File: src/rtl/drive_pkg.sv
// rtl/drive_pkg.sv - shared types and derived constants for the gate-drive source selector
package drive_pkg;

    typedef enum logic {
        S_GEN = 1'b0,
        S_FB  = 1'b1
    } sel_state_t;

    localparam int SRC_GEN = 0;

    function automatic int timeout_cnt_max(input int clk_mhz, input int reset_timeout_us);
        return clk_mhz * reset_timeout_us;
    endfunction

    function automatic int src_w(input int fb_ch);
        return $clog2(fb_ch + 1);
    endfunction

endpackage

File: src/rtl/fb_watchdog.sv
// rtl/fb_watchdog.sv - falling-edge detector plus silence watchdog for one drive input
module fb_watchdog #(
    parameter int TIMEOUT_CNT_MAX = 400
) (
    input  logic clk,
    input  logic rst,
    input  logic x,
    output logic edge_n,
    output logic alive
);

    localparam int WD_W = $clog2(TIMEOUT_CNT_MAX + 1);
    localparam logic [WD_W-1:0] WD_RELOAD = WD_W'(TIMEOUT_CNT_MAX - 1);

    logic            pre_q, pre_d;
    logic [WD_W-1:0] wd_cnt_q, wd_cnt_d;

    always_comb begin
        pre_d    = x;
        wd_cnt_d = wd_cnt_q;
        if (x) begin
            wd_cnt_d = WD_RELOAD;
        end else if (wd_cnt_q != '0) begin
            wd_cnt_d = wd_cnt_q - 1'b1;
        end
    end

    always_ff @(posedge clk) begin
        if (rst) begin
            pre_q    <= 1'b0;
            wd_cnt_q <= '0;
        end else begin
            pre_q    <= pre_d;
            wd_cnt_q <= wd_cnt_d;
        end
    end

    assign edge_n = ~x & pre_q;
    assign alive  = (wd_cnt_q != '0);

endmodule

File: src/rtl/drive_selector.sv
// rtl/drive_selector.sv - gen/feedback drive source selector; DRIVE_SEL_FAILOVER_EN enables channel failover
module drive_selector
    import drive_pkg::*;
#(
    parameter int  CLK_MHZ           = 100,
    parameter int  FB_CH             = 2,
    parameter int  PERIODS_TO_SWITCH = 4,
    parameter int  RESET_TIMEOUT_US  = 4,
    parameter int  CNT_W             = 8,
    localparam int SRC_W             = src_w(FB_CH)
) (
    input  logic             clk,
    input  logic             rst,
    input  logic             gen,
    input  logic [FB_CH-1:0] fb,
    output logic             out,
    output logic [SRC_W-1:0] out_src,
    output logic             locked,
    output logic [CNT_W-1:0] fault_cnt
);

    localparam int TIMEOUT_CNT_MAX = timeout_cnt_max(CLK_MHZ, RESET_TIMEOUT_US);
    localparam int PER_W           = $clog2(PERIODS_TO_SWITCH + 1);
    localparam int ACT_W           = (FB_CH > 1) ? $clog2(FB_CH) : 1;

    sel_state_t       state_q, state_d;
    logic [ACT_W-1:0] active_q, active_d;
    logic [PER_W-1:0] per_cnt_q, per_cnt_d;
    logic [CNT_W-1:0] fault_cnt_q, fault_cnt_d;
    logic [SRC_W-1:0] out_src_q, out_src_d;

    logic             gen_n;
    logic             gen_alive_unused;
    logic [FB_CH-1:0] fb_n;
    logic [FB_CH-1:0] alive;
    logic             hand_hit;
    logic [ACT_W-1:0] hand_idx;
    logic             fall_back;

    fb_watchdog #(.TIMEOUT_CNT_MAX(TIMEOUT_CNT_MAX)) u_gen_det (
        .clk    (clk),
        .rst    (rst),
        .x      (gen),
        .edge_n (gen_n),
        .alive  (gen_alive_unused)
    );

    for (genvar g = 0; g < FB_CH; g++) begin : g_fb
        fb_watchdog #(.TIMEOUT_CNT_MAX(TIMEOUT_CNT_MAX)) u_wd (
            .clk    (clk),
            .rst    (rst),
            .x      (fb[g]),
            .edge_n (fb_n[g]),
            .alive  (alive[g])
        );
    end

`ifdef DRIVE_SEL_FAILOVER_EN
    logic             fail_hit;
    logic [ACT_W-1:0] fail_idx;
`endif

    always_comb begin
        state_d     = state_q;
        active_d    = active_q;
        per_cnt_d   = per_cnt_q;
        fault_cnt_d = fault_cnt_q;
        fall_back   = 1'b0;
        hand_hit    = 1'b0;
        hand_idx    = '0;
        // descending scan so the lowest live index is the one left standing
        for (int i = FB_CH - 1; i >= 0; i--) begin
            if (fb_n[i] && alive[i]) begin
                hand_hit = 1'b1;
                hand_idx = ACT_W'(i);
            end
        end
`ifdef DRIVE_SEL_FAILOVER_EN
        fail_hit = 1'b0;
        fail_idx = '0;
        for (int i = FB_CH - 1; i >= 0; i--) begin
            if (fb_n[i] && alive[i] && (ACT_W'(i) != active_q)) begin
                fail_hit = 1'b1;
                fail_idx = ACT_W'(i);
            end
        end
`endif

        case (state_q)
            S_GEN: begin
                if (gen_n && (per_cnt_q != '0)) begin
                    per_cnt_d = per_cnt_q - 1'b1;
                end
                // gen must be low too, so the handover never clips a gen pulse
                if ((per_cnt_q == '0) && !gen && hand_hit) begin
                    state_d  = S_FB;
                    active_d = hand_idx;
                end
            end
            S_FB: begin
                if (!alive[active_q]) begin
`ifdef DRIVE_SEL_FAILOVER_EN
                    if (fail_hit) begin
                        active_d = fail_idx;
                    end else if (!(|alive) && !gen) begin
                        fall_back = 1'b1;
                    end
`else
                    if (!gen) begin
                        fall_back = 1'b1;
                    end
`endif
                end
            end
            default: state_d = S_GEN;
        endcase

        if (fall_back) begin
            state_d   = S_GEN;
            per_cnt_d = PER_W'(PERIODS_TO_SWITCH);
            if (fault_cnt_q != {CNT_W{1'b1}}) begin
                fault_cnt_d = fault_cnt_q + 1'b1;
            end
        end

        out_src_d = (state_d == S_FB) ? (SRC_W'(active_d) + SRC_W'(1)) : SRC_W'(SRC_GEN);
    end

    always_ff @(posedge clk) begin
        if (rst) begin
            state_q     <= S_GEN;
            active_q    <= '0;
            per_cnt_q   <= PER_W'(PERIODS_TO_SWITCH);
            fault_cnt_q <= '0;
            out_src_q   <= SRC_W'(SRC_GEN);
        end else begin
            state_q     <= state_d;
            active_q    <= active_d;
            per_cnt_q   <= per_cnt_d;
            fault_cnt_q <= fault_cnt_d;
            out_src_q   <= out_src_d;
        end
    end

    assign out       = (state_q == S_FB) ? fb[active_q] : gen;
    assign out_src   = out_src_q;
    assign locked    = (state_q == S_FB);
    assign fault_cnt = fault_cnt_q;

endmodule
File: config.mk
export PLATFORM = sky130hd
export DESIGN_NAME = drive_selector
export DESIGN_NICKNAME = d
export VERILOG_FILES = /design/src/rtl/drive_pkg.sv /design/src/rtl/fb_watchdog.sv /design/src/rtl/drive_selector.sv
export SDC_FILE = /design/constraint.sdc
export NUM_CORES = 1
export LEC_CHECK = 0
export ABC_CLOCK_PERIOD_IN_PS = 2400
export BUFFER_PORTS_ARGS = -buffer_cell sky130_fd_sc_hd__buf_2
export CAP_MARGIN = 30
export CORE_AREA = 2 2 59 61
export CTS_CLUSTER_SIZE = 12
export DETAILED_ROUTE_END_ITERATION = 10
export DIE_AREA = 0 0 61 63
export PLACE_DENSITY = 0.81
export SYNTH_ARGS = -nofsm -noshare
export SYNTH_HDL_FRONTEND = slang
export SYNTH_SLANG_ARGS = --single-unit
File: constraint.sdc
create_clock -name clk -period 2.4 [get_ports clk]
set_input_delay 0.36 -clock clk [delete_from_list [all_inputs] [get_ports clk]]
set_output_delay 0.36 -clock clk [all_outputs]
set_load 0.01 [all_outputs]
Word-level counts from Yosys, hierarchy flattened
Cells that the tools add are included.

Output and inout port bits: 12. Input bits: 5. Word-level logic and storage cells: 65. Memory bits (read-only): 0. Bits in latches: 0. Memory bits (writable): 0. Memories: 0. Flip-flop bits (word level): 36.

Bitwise operators: 8. Multiplexer cells: 20. $lt $le $gt $ge: 1. Multiply operators: 0. Add/sub/neg operators: 5. Shift-type cells: 0. Equality and inequality tests: 1. Divide/modulo/power cells: 0. Reductions and logical operators: 18.

Operators by type and width (number): 9-bit 2-to-1 mux (4); 9-bit nonzero test (2); 9-bit by 1-bit subtractor with 9-bit output, second input constant (2); 1-bit 2-to-1 mux (16); 8-bit by 1-bit adder with 8-bit output, second input constant (1); 8-bit != test, second input constant (1); 2-bit OR reduction (4); 1-bit logical AND (5); 1-bit inverter (5); 2-bit AND reduction (2); 2-bit nonzero test (2); 1-bit AND (3); 3-bit zero test (1); 3-bit nonzero test (1); 3-bit by 1-bit subtractor with 3-bit output, second input constant (1); 1-bit by 1-bit adder with 2-bit output, second input constant (1); 1-bit by 2-bit less-than comparator with 1-bit output, second input constant (1); 1-bit zero test (1).

Longest topological paths before layout
Gate-level depths: netlist of run 1.

Depth after elaboration: 11. Gate-level depth with buffers: 8. Mapped depth without buffers: 7.

Modules after synthesis
Synthesis of run 1 repeated with hierarchy kept, for this count alone.

Cells, all modules: 262. Area total of the unflattened synthesis: 2324.7 µm².

By module, submodules not included: fb_watchdog (cells each 59, sequential area each 200.2 µm², instances 3, area each 518.0 µm²); drive_selector (cells each 85, sequential area each 300.3 µm², instances 1, area each 770.7 µm²).

Least setup slack after synthesis of run 1
Ideal clock, no wire load.

Path type: reg-to-reg. Start point: register g_fb[1].u_wd.wd_cnt_q[0]. End point: register fault_cnt_q[4], in the netlist fault_cnt[4]. Stages on the path, launching flop included: 8. Setup time: 70 ps. Arrival time: 1899 ps. Required time: 2330 ps. Path buffers: 0. Clock period less this slack: 1969 ps. Path slack: 431 ps. Cell sequence: dfxtp_1 -> inv_1 -> ha_1 -> or3b_1 -> nor4_4 -> o21ai_2 -> or3_1 -> a21oi_1.

Word-level cells in the longest chain between the ends: 6.

RTL lines: start, declared (RTL line fb_watchdog.sv:16) `logic [WD_W-1:0] wd_cnt_q, wd_cnt_d;`; start signal, assigned (RTL line fb_watchdog.sv:34) `wd_cnt_q <= wd_cnt_d;`; 9-bit nonzero test (RTL line fb_watchdog.sv:39) `assign alive = (wd_cnt_q != '0);`; 1-bit 2-to-1 mux (implied by the code) (2 in a row) (RTL line drive_selector.sv:101) `if (!alive[active_q]) begin`; 1-bit 2-to-1 mux (RTL line drive_selector.sv:101); 1-bit 2-to-1 mux (RTL line drive_selector.sv:89) `case (state_q)`; 2-bit AND reduction (no line); end signal, assigned (RTL line drive_selector.sv:140) `fault_cnt_q <= fault_cnt_d;`; end, declared (RTL line drive_selector.sv:29) `logic [CNT_W-1:0] fault_cnt_q, fault_cnt_d;`.

No other way between the ends. The select of a mux whose other input is x is not followed. A chain may end at the register's enable or synchronous reset.

Worst setup path in the final report of run 1
Start point: register g_fb[0].u_wd.wd_cnt_q[0]. End point: register fault_cnt_q[4], in the netlist fault_cnt[4].

Word-level cells in the longest chain between the ends: 6.

RTL lines (RTL line): start, declared (fb_watchdog.sv:16); start signal, assigned (fb_watchdog.sv:34); 9-bit nonzero test (fb_watchdog.sv:39); 1-bit 2-to-1 mux (implied by the code) (2 in a row) (drive_selector.sv:101); 1-bit 2-to-1 mux (drive_selector.sv:101); 1-bit 2-to-1 mux (drive_selector.sv:89); 2-bit AND reduction (no line).

No other way between the ends. The select of a mux whose other input is x is not followed.

==> results of run 1 <==
==> metrics by stage <==
step                      cells  hold slack (ps)  worst slack (ps)  utilization, %  area [um^2]
after floorplan             194              437               431               -         1730
after global placement      251              462               344            56.7         1830
after detailed placement    251              480               276            56.7         1830
after CTS                   259              216               246            59.0         1910
after global routing        259              228              65.8            59.0         1910
final                       259              220               226            59.0         1910
==> per-layer routing <==
metal	global-route usage [%]	vias up
met5	0	-
met4	10.6	0
met3	5.59	9
met2	29.3	29
met1	23.5	657
li1	-	739
==> power breakdown <==
| part | internal, mW | total (mW) | switching [mW] |
|---|---|---|---|
| registers | 0.629 | 0.659 | 0.0300 |
| clock network | 0.218 | 0.425 | 0.207 |
| logic | 0.0761 | 0.173 | 0.0968 |
| total | 0.923 | 1.26 | 0.334 |
==> cell usage after synthesis (2+ instances only) <==
cell type  number  share of area, %
dfxtp_1        36                42
a21oi_1        17               4.9
nor2_1         16               3.5
nor3_1         15               4.3
nand3_1        12               3.5
inv_1           9               2.0
xor2_1          8               4.1
o21ai_0         7               2.0
ha_1            6               4.3
nand2_1         6               1.3
xnor2_1         5               2.5
mux2i_1         4               2.3
nand2b_1        4               1.4
a31oi_1         3               1.1
nor4_1          3               1.1
or3_1           3               1.1
and3_1          2              0.72
clkbuf_1        2              0.43
clkinv_1        2              0.43
nand3b_1        2              0.87
nand4_1         2              0.72
or4_1           2              0.87
or4_4           2               1.3
==> state kept, by name (all words and copies together) (netlist names) <==
name	flops
g_fb.u_wd.wd_cnt_q	18
u_gen_det.pre_q	1
out_src	2
g_fb.u_wd.pre_q	2
active_q	1
fault_cnt	8
per_cnt_q	3
locked	1
==> cell families (layout without fill, tap and decap cells) <==
family	after synthesis	count (layout)	share of synthesized area, %
AO/OA/AOI/OAI	39	39	13.8
XOR/XNOR	13	13	6.58
adder cells (fa/ha/maj)	6	6	4.34
buffers and inverters	16	35	4.41
flip-flops	36	36	41.7
multiplexers	4	4	2.32
AND/OR/NAND/NOR	80	80	26.8
==> worst max-delay path by stage <==
stage	from	to	slack [ps]
floorplan	g_fb[1].u_wd.wd_cnt_q[0]	fault_cnt[4]	430
detailed placement	g_fb[1].u_wd.wd_cnt_q[0]	fault_cnt[4]	280
global route	g_fb[1].u_wd.wd_cnt_q[0]	fault_cnt[4]	70
finish	g_fb[0].u_wd.wd_cnt_q[0]	fault_cnt[4]	230
CTS	g_fb[1].u_wd.wd_cnt_q[0]	fault_cnt[4]	250
global placement	g_fb[1].u_wd.wd_cnt_q[0]	fault_cnt[4]	340
==> area by class of cell <==
type                            count  share of cell area [%]
Timing Repair Buffer               16                    4.20
Sequential cell                    36                    37.8
Inverter                           11                    2.16
Multi-Input combinational cell    142                    48.9
Tap cell                           46                    3.02
Clock buffer                        6                    2.16
Clock inverter                      2                    1.84
==> worst max-delay path: stages (launching register included) <==
cell	delay, ps
dfxtp_1	330
inv_1	120
ha_1	210
or4b_1	500
nor3_2	260
o21ai_2	180
or3_1	370
a21oi_1	140
==> results.md, run 1 <==
* Multi-input combinational cell area at 932 um^2
* Ratio of cells with drive above 1 in the final layout at between 10% and 20%
* Slew @ Worst Pin at just over 600 ps
* WL met3 at between 100 and 150 um
* Number of setup buffers added after CTS at 0
* Initial Util at between 50% and 60%
* Clock tree sinks at 36
* Core area at between 3000 and 4000 um^2
* Post_cts resized at 0
* RD Place Congestion at approximately 0.87
* Final ANT Viol Nets at 0
* R2r setup slk at 230 ps
* Crit Path Class: flip-flop to flip-flop
* Max layer used: met4
* Hold depth at 2
* All-Layer GR Usage at between 10% and 20%
* Row cnt at 21
* Data required, critical path at around 2700 ps
* Pin count of the biggest net entering global routing at 36
* I/O pin count at 17
* Initial antenna violation count at 0
* Htree depth at 2
* Yosys reg bits at 36
* Hold path start: fb[0]
* Pins Over Slew Limit at 0
* Vias in the first global route at 1309
* Async SR Flop Fraction at 0%
* Register area at 721 um^2
* Startpoint types: flip-flop
* Crit share post-route at between 90 and 100%
* Die Ht at 63 um
* Reg2Reg Launch Point: g_fb[0].u_wd.wd_cnt_q[0]
* RSZ-0062 raised after global routing: false
* Sequential area share after synthesis at about two fifths
* CTS Hold Buffers Added at 0
* Num CTS Buffers at 5
* Commonest non-fill, non-tap cells in the layout: dfxtp_1, a21oi_1, nor2_1, buf_2, nor3_1
* Number of synthesized flops with an enable pin at 0
* DPL Wire Length at around 2.3 mm
* Fin. Hold Viols at 0
* Syn avg cell area at just under 9 um^2
* Final TNS setup at 0 ps
* Worst hold path class: input port to flip-flop
* YS warnings at 0
* Crit Path Max Fanout at 9
* Main synth FF type: dfxtp_1
* Mapped Nets at 205
* Die area at about 3800 um^2
* CP Data Arrival Time at ~2500 ps
* Post-synthesis cell area at about 1700 um^2
* WL met2 at between 1.5 and 2 mm
* Met1 wire length at 1.62 mm
* CTS tree: built
* Number of cells on the worst reg-to-reg path at 7
* Max VDD drop at roughly 0.00051 V
* Routed length per instance at 12.9 um
* Max Clock Freq at about 460 MHz
* Relative slew slack at between 50 and 60%
* Die X-Extent at just over 60 um
* Worst Hold Endpoint: g_fb[0].u_wd.wd_cnt_q[5]
* Final #Nets at 223
* Drc violations at 0
* Vias at 1434
* Status: completed
* Power per cell area at between 600 and 700 nW/um^2
* Leak Pwr at ~0.74 nW
* Port bufs at 16
* Maximum clock path buffer count at 2
* Iteration-0 DRC Markers at 58
* # setup viols final at 0
* DR vias/cell at ~5.5
* Skew final at 11.1 ps
* CTS root buf: clkbuf_4
* Cell variety after synth at slightly below 50
* Tmin final at 2170 ps
* Clock transition at the registers of the reported paths at ~110 ps
* N_diodes at 0
* First-pass GRT wire length at between 5 and 6 mm
* Area growth from synthesis to layout at 10.3%
* FILL cells at between 200 and 300
* Commonest non-fill, non-tap cell in the layout: dfxtp_1
* Clk_lat worst skew at 360 ps
* Cells after Synth at between 150 and 200
* 1st-pass router iterations at 4
* Remaining global-route overflow at 0
* Max-cap violations at 0
* Total power at about 1.3 mW
* Total detailed-routing wirelength at about 3.3 mm
* CP Capture Type: flip-flop
* Critical R2R Capture: fault_cnt[4]
(Power assumes the default switching activity.)
==> run 2: changes to the inputs <==
Settings changed: ABC_CLOCK_PERIOD_IN_PS 2400 to 2300.
Clock period 2.4 ns to 2.3 ns, I/O delays scaled along.
==> results.md, run 2 (synthesis results as in run 1) <==
* Status: completed (unchanged)
* Fin Hold WS at 205 ps (was 220 ps)
* Critical path depth in cells at 7 (unchanged)
* Htree depth at 2 (unchanged)
* Post_cts resized at 0 (unchanged)
* Ratio of cells with drive above 1 in the final layout at 14.6% (unchanged)
* Worst hold path class: input port to flip-flop (unchanged)
* CP max-delay cell: or4b_1 (unchanged)
* # setup viols final at 0 (unchanged)
* Remaining global-route overflow at 0 (unchanged)
* Row cnt at 21 (unchanged)
* Crit Path Max Fanout at 9 (unchanged)
* Multi-input combinational cell area at 938 um^2 (was 932 um^2)
* Crit share post-route at 92.5% (was 90.6%)
* Skew final at 12.4 ps (was 11.1 ps)
* All-Layer GR Usage at 19.2% (unchanged)
* Port bufs at 16 (unchanged)
* CP Data Arrival Time at 2410 ps (was 2460 ps)
* Power per cell area at 688 nW/um^2 (was 659 nW/um^2)
* Commonest non-fill, non-tap cells in the layout: dfxtp_1, a21oi_1, nor2_1, buf_2, nor3_1 (unchanged)
* R2r setup slk at 170 ps (was 230 ps)
* RSZ-0062 raised after global routing: false (unchanged)
* I/O pin count at 17 (unchanged)
* Drc violations at 0 (unchanged)
* Pins Over Slew Limit at 0 (unchanged)
* Commonest non-fill, non-tap cell in the layout: dfxtp_1 (unchanged)
* Relative slew slack at 58.2% (was 58.5%)
* Core area at 3230 um^2 (unchanged)
* Pin count of the biggest net entering global routing at 36 (unchanged)
* Clock transition at the registers of the reported paths at 110 ps (about the same)
* Max Clock Freq at 470 MHz (was 460 MHz)
* Leak Pwr at 0.734 nW (was 0.737 nW)
* Max-cap violations at 0 (unchanged)
* Worst path cell trace: inv_1, ha_1, or4b_1, nor3_4, o21ai_2, or3_1, a21oi_1 (was inv_1, ha_1, or4b_1, nor3_2, o21ai_2, or3_1, a21oi_1)
* Number of setup buffers added after CTS at 0 (unchanged)
* DPL Wire Length at 2.31 mm (unchanged)
* Max reg flops at 18 (unchanged)
* First-pass GRT wire length at 5.54 mm (unchanged)
* Routed length per instance at 12.8 um (was 12.9 um)
* Critical path's top delay family: simple AND/OR/NAND/NOR gates (unchanged)
* Initial antenna violation count at 0 (unchanged)
* 1st-pass router iterations at 4 (unchanged)
* Slew @ Worst Pin at 627 ps (was 623 ps)
* Die Ht at 63 um (unchanged)
* CTS Hold Buffers Added at 0 (unchanged)
* Final TNS setup at 0 ps (unchanged)
* Critical path origin: g_fb[0].u_wd.wd_cnt_q[0] (unchanged)
* Critical R2R Capture: fault_cnt[4] (unchanged)
* Vias in the first global route at 1309 (unchanged)
* FILL cells at 291 (was 293)
* Buf/Inv on CP at 1 (unchanged)
* N_diodes at 0 (unchanged)
* Final ANT Viol Nets at 0 (unchanged)
* Vias at 1433 (was 1434)
* Num CTS Buffers at 5 (unchanged)
* Total detailed-routing wirelength at 3.33 mm (about the same)
* Number of cells on the worst reg-to-reg path at 7 (unchanged)
* Register area at 721 um^2 (unchanged)
* Fin. Hold Viols at 0 (unchanged)
* Crit Path Class: flip-flop to flip-flop (unchanged)
* DP Area at 1830 um^2 (unchanged)
* DR vias/cell at 5.53 (was 5.54)
* Area growth from synthesis to layout at 10.7% (was 10.3%)
* Die X-Extent at 61 um (unchanged)
* Tmin final at 2130 ps (was 2170 ps)
* Startpoint types: flip-flop (unchanged)
* End of the critical path: fault_cnt[4] (unchanged)
* Largest stage delay on the critical path at 520 ps (was 500 ps)
* RD Place Congestion at 0.873 (unchanged)
* Die area at 3840 um^2 (unchanged)
* Maximum clock path buffer count at 2 (unchanged)
* Initial Util at 53.5% (unchanged)
* Max VDD drop at 0.000529 V (was 0.000507 V)
* CTS root buf: clkbuf_4 (unchanged)
* Reg2Reg Launch Point: g_fb[0].u_wd.wd_cnt_q[0] (unchanged)
* CP Capture Type: flip-flop (unchanged)
* Iteration-0 DRC Markers at 83 (was 58)
* Final #Nets at 223 (unchanged)
* Fin area at 1910 um^2 (about the same)
* Clk_lat worst skew at 360 ps (about the same)
* Largest register by flop count: g_fb.u_wd.wd_cnt_q (unchanged)
* Clock tree sinks at 36 (unchanged)
* CTS tree: built (unchanged)
* Data required, critical path at 2590 ps (was 2690 ps)
## run 2: cell count changes in the layout (fill, tap and decap cells not counted)
cell / previous run / this run
nor3_2: 1 / 0
nor3_4: 0 / 1
## run 2: per-layer routing
metal / up-vias / part of all wire [%] / global-route usage, %
met5: - / 0 / 0
met4: 0 / 2.2 / 10.6
met3: 7 / 4.1 / 5.59
met2: 29 / 45 / 29.3
met1: 658 / 49 / 23.5
li1: 739 / - / -
## run 2: through the flow
stage | power [mW] | setup slack (ps) | utilization, % | std cells
after floorplan | 0.843 | 331 | - | 194
after global placement | 0.876 | 244 | 56.7 | 251
after detailed placement | 0.880 | 176 | 56.7 | 251
after CTS | 1.32 | 146 | 59.0 | 259
after global routing | 1.38 | 26.5 | 59.2 | 259
final | 1.32 | 173 | 59.2 | 259
## run 2: area by class of cell
class	count	share of cell area, %
Clock buffer	6	2.16
Clock inverter	2	1.83
Inverter	11	2.16
Multi-Input combinational cell	142	49.0
Sequential cell	36	37.6
Tap cell	46	3.01
Timing Repair Buffer	16	4.18
## run 2: worst min path at each step
stage,end,from,depth (start not counted)
after global placement,per_cnt_q[2],per_cnt_q[2],2
after global routing,g_fb[0].u_wd.wd_cnt_q[6],fb[0],2
after floorplan,g_fb[0].u_wd.wd_cnt_q[6],fb[0],1
final,g_fb[0].u_wd.wd_cnt_q[5],fb[0],2
after CTS,g_fb[0].u_wd.wd_cnt_q[5],fb[0],2
after detailed placement,g_fb[1].u_wd.wd_cnt_q[8],g_fb[1].u_wd.wd_cnt_q[8],2
## run 2: power by group
part | internal, mW | total, mW | switching (mW) | leakage, nW
registers | 0.656 | 0.687 | 0.0310 | 0.296
logic | 0.0800 | 0.183 | 0.103 | 0.397
clock network | 0.228 | 0.448 | 0.220 | 0.0422
total | 0.964 | 1.32 | 0.353 | 0.734
==> run 3: changes to the inputs <==
--- a/config.mk
+++ b/config.mk
@@ -7,10 +7,10 @@
 export LEC_CHECK = 0
-export ABC_CLOCK_PERIOD_IN_PS = 2300
+export ABC_CLOCK_PERIOD_IN_PS = 2500
 export BUFFER_PORTS_ARGS = -buffer_cell sky130_fd_sc_hd__buf_2
 export CAP_MARGIN = 30
-export CORE_AREA = 2 2 59 61
+export CORE_AREA = 2 2 58 60
 export CTS_CLUSTER_SIZE = 12
 export DETAILED_ROUTE_END_ITERATION = 10
-export DIE_AREA = 0 0 61 63
-export PLACE_DENSITY = 0.81
+export DIE_AREA = 0 0 60 62
+export PLACE_DENSITY = 0.83
 export SYNTH_ARGS = -nofsm -noshare
==> constraint.sdc (replaced) <==
create_clock -name clk -period 2.5 [get_ports clk]
set_input_delay 0.125 -clock clk [delete_from_list [all_inputs] [get_ports clk]]
set_output_delay 0.125 -clock clk [all_outputs]
set_load 0.01 [all_outputs]
==> results.md, run 3 (synthesis results as in run 1) <==
* Data required, critical path at 2780 ps (was 2590 ps)
* Crit share post-route at 84.4% (was 92.5%)
* 1st-pass router iterations at 4 (unchanged)
* First-pass GRT wire length at 5.37 mm (was 5.54 mm)
* Largest stage delay on the critical path at 420 ps (was 520 ps)
* Initial antenna violation count at 0 (unchanged)
* Row cnt at 21 (unchanged)
* Final TNS setup at 0 ps (unchanged)
* Pins Over Slew Limit at 0 (unchanged)
* Routed length per instance at 12.5 um (was 12.8 um)
* Number of setup buffers added after CTS at 0 (unchanged)
* Crit Path Class: flip-flop to flip-flop (unchanged)
* CP Data Arrival Time at 2390 ps (was 2410 ps)
* Status: completed (unchanged)
* Commonest non-fill, non-tap cells in the layout: dfxtp_1, a21oi_1, nor2_1, buf_2, nor3_1 (unchanged)
* Area growth from synthesis to layout at 10.1% (was 10.7%)
* CP Capture Type: flip-flop (unchanged)
* Die Ht at 62 um (was 63 um)
* Placed Cells at 251 (unchanged)
* Max Clock Freq at 474 MHz (was 470 MHz)
* Final #Nets at 224 (was 223)
* Die X-Extent at 60 um (was 61 um)
* Critical path origin: g_fb[1].u_wd.wd_cnt_q[0] (was g_fb[0].u_wd.wd_cnt_q[0])
* Drc violations at 0 (unchanged)
* FILL cells at 281 (was 291)
* Multi-input combinational cell area at 932 um^2 (was 938 um^2)
* Startpoint types: flip-flop (unchanged)
* Remaining global-route overflow at 0 (unchanged)
* Clk_lat worst skew at 350 ps (was 360 ps)
* Final ANT Viol Nets at 0 (unchanged)
* Pin count of the biggest net entering global routing at 36 (unchanged)
* Reg2Reg Launch Point: g_fb[1].u_wd.wd_cnt_q[0] (was g_fb[0].u_wd.wd_cnt_q[0])
* DPL Wire Length at 2.30 mm (was 2.31 mm)
* Worst path cell trace: inv_1, ha_1, or3b_1, nor4_4, o21ai_2, or3_1, a21oi_1 (was inv_1, ha_1, or4b_1, nor3_4, o21ai_2, or3_1, a21oi_1)
* # setup viols final at 0 (unchanged)
* Largest register by flop count: g_fb.u_wd.wd_cnt_q (unchanged)
* Fin. Hold Viols at 0 (unchanged)
* Max-cap violations at 0 (unchanged)
* Power per cell area at 596 nW/um^2 (was 688 nW/um^2)
* Tmin final at 2110 ps (was 2130 ps)
* Crit Path Max Fanout at 9 (unchanged)
* Vias in the first global route at 1243 (was 1309)
* Htree depth at 2 (unchanged)
* Register area at 721 um^2 (unchanged)
* Relative slew slack at 59.0% (was 58.2%)
* Core area at 3180 um^2 (was 3230 um^2)
* All-Layer GR Usage at 19.7% (was 19.2%)
* CTS root buf: clkbuf_4 (unchanged)
* Skew final at 16.8 ps (was 12.4 ps)
* Die area at 3720 um^2 (was 3840 um^2)
* Post-route insts no fill at 260 (was 259)
* Total detailed-routing wirelength at 3.26 mm (was 3.33 mm)
* RD Place Congestion at 0.882 (was 0.873)
* Ratio of cells with drive above 1 in the final layout at 14.5% (was 14.6%)
* Leak Pwr at 0.731 nW (was 0.734 nW)
* Clock transition at the registers of the reported paths at 120 ps (was 110 ps)
* CTS tree: built (unchanged)
* Worst hold path class: input port to flip-flop (unchanged)
* N_diodes at 0 (unchanged)
* CP max-delay cell: or3b_1 (was or4b_1)
* Iteration-0 DRC Markers at 60 (was 83)
* Hold path start: fb[1] (was fb[0])
* Max VDD drop at 0.000344 V (was 0.000529 V)
* Max reg flops at 18 (unchanged)
* Post_cts resized at 0 (unchanged)
* Maximum clock path buffer count at 2 (unchanged)
* I/O pin count at 17 (unchanged)
* Slew @ Worst Pin at 615 ps (was 627 ps)
* DR vias/cell at 5.52 (was 5.53)
* Clock tree sinks at 36 (unchanged)
* Commonest non-fill, non-tap cell in the layout: dfxtp_1 (unchanged)
* Num CTS Buffers at 5 (unchanged)
* Initial Util at 54.4% (was 53.5%)
* CTS Hold Buffers Added at 1 (was 0)
* Port bufs at 16 (unchanged)
* Vias at 1434 (was 1433)
* RSZ-0062 raised after global routing: false (unchanged)
[run 3: per-stage QoR]
step | instance area [um^2] | hold WS [ps] | util, % | power, mW | setup slack, ps
2_1_floorplan | 1730 | 202 | - | 0.776 | 531
3_3_place_gp | 1830 | 370 | 57.6 | 0.805 | 446
3_5_place_dp | 1830 | 374 | 57.6 | 0.810 | 387
4_1_cts | 1900 | 2.64 | 59.9 | 1.14 | 370
5_1_grt | 1900 | 5.94 | 59.9 | 1.20 | 227
6_report | 1900 | 1.83 | 59.9 | 1.14 | 389
[run 3: final timing paths]
path | depth (start not counted) | to | slack [ps]
min reg2reg | 2 | g_fb[1].u_wd.wd_cnt_q[8] | 490
max | 7 | fault_cnt[4] | 390
min | 2 | g_fb[1].u_wd.wd_cnt_q[4] | 2
max reg2reg | 7 | fault_cnt[4] | 390
[run 3: worst max-delay path, delay by kind of cell (launching register included)]
family	cells	cell delay [ps]
simple gates	3	1080
flops	1	350
compound gates	2	320
fa+ha+maj	1	230
buf+inv	1	60
[run 3: final cells by class]
cell class,count,share of cell area [%]
Clock buffer,7,2.89
Clock inverter,1,0.394
Inverter,11,2.17
Multi-Input combinational cell,142,48.9
Sequential cell,36,37.8
Tap cell,46,3.02
Timing Repair Buffer,17,4.73
[run 3: power breakdown]
part           switching [mW]  internal (mW)
combinational          0.0923         0.0740
sequential             0.0284          0.604
clock                   0.199          0.138
total                   0.320          0.815
[run 3: routing by layer]
| metal | global-route usage [%] | vias up | wire length, um |
|---|---|---|---|
| met1 | 24.5 | 654 | 1560 |
| met4 | 6.98 | 0 | 45 |
| li1 | - | 748 | - |
| met3 | 7.04 | 6 | 123 |
| met5 | 0 | - | 0 |
| met2 | 31.5 | 26 | 1530 |
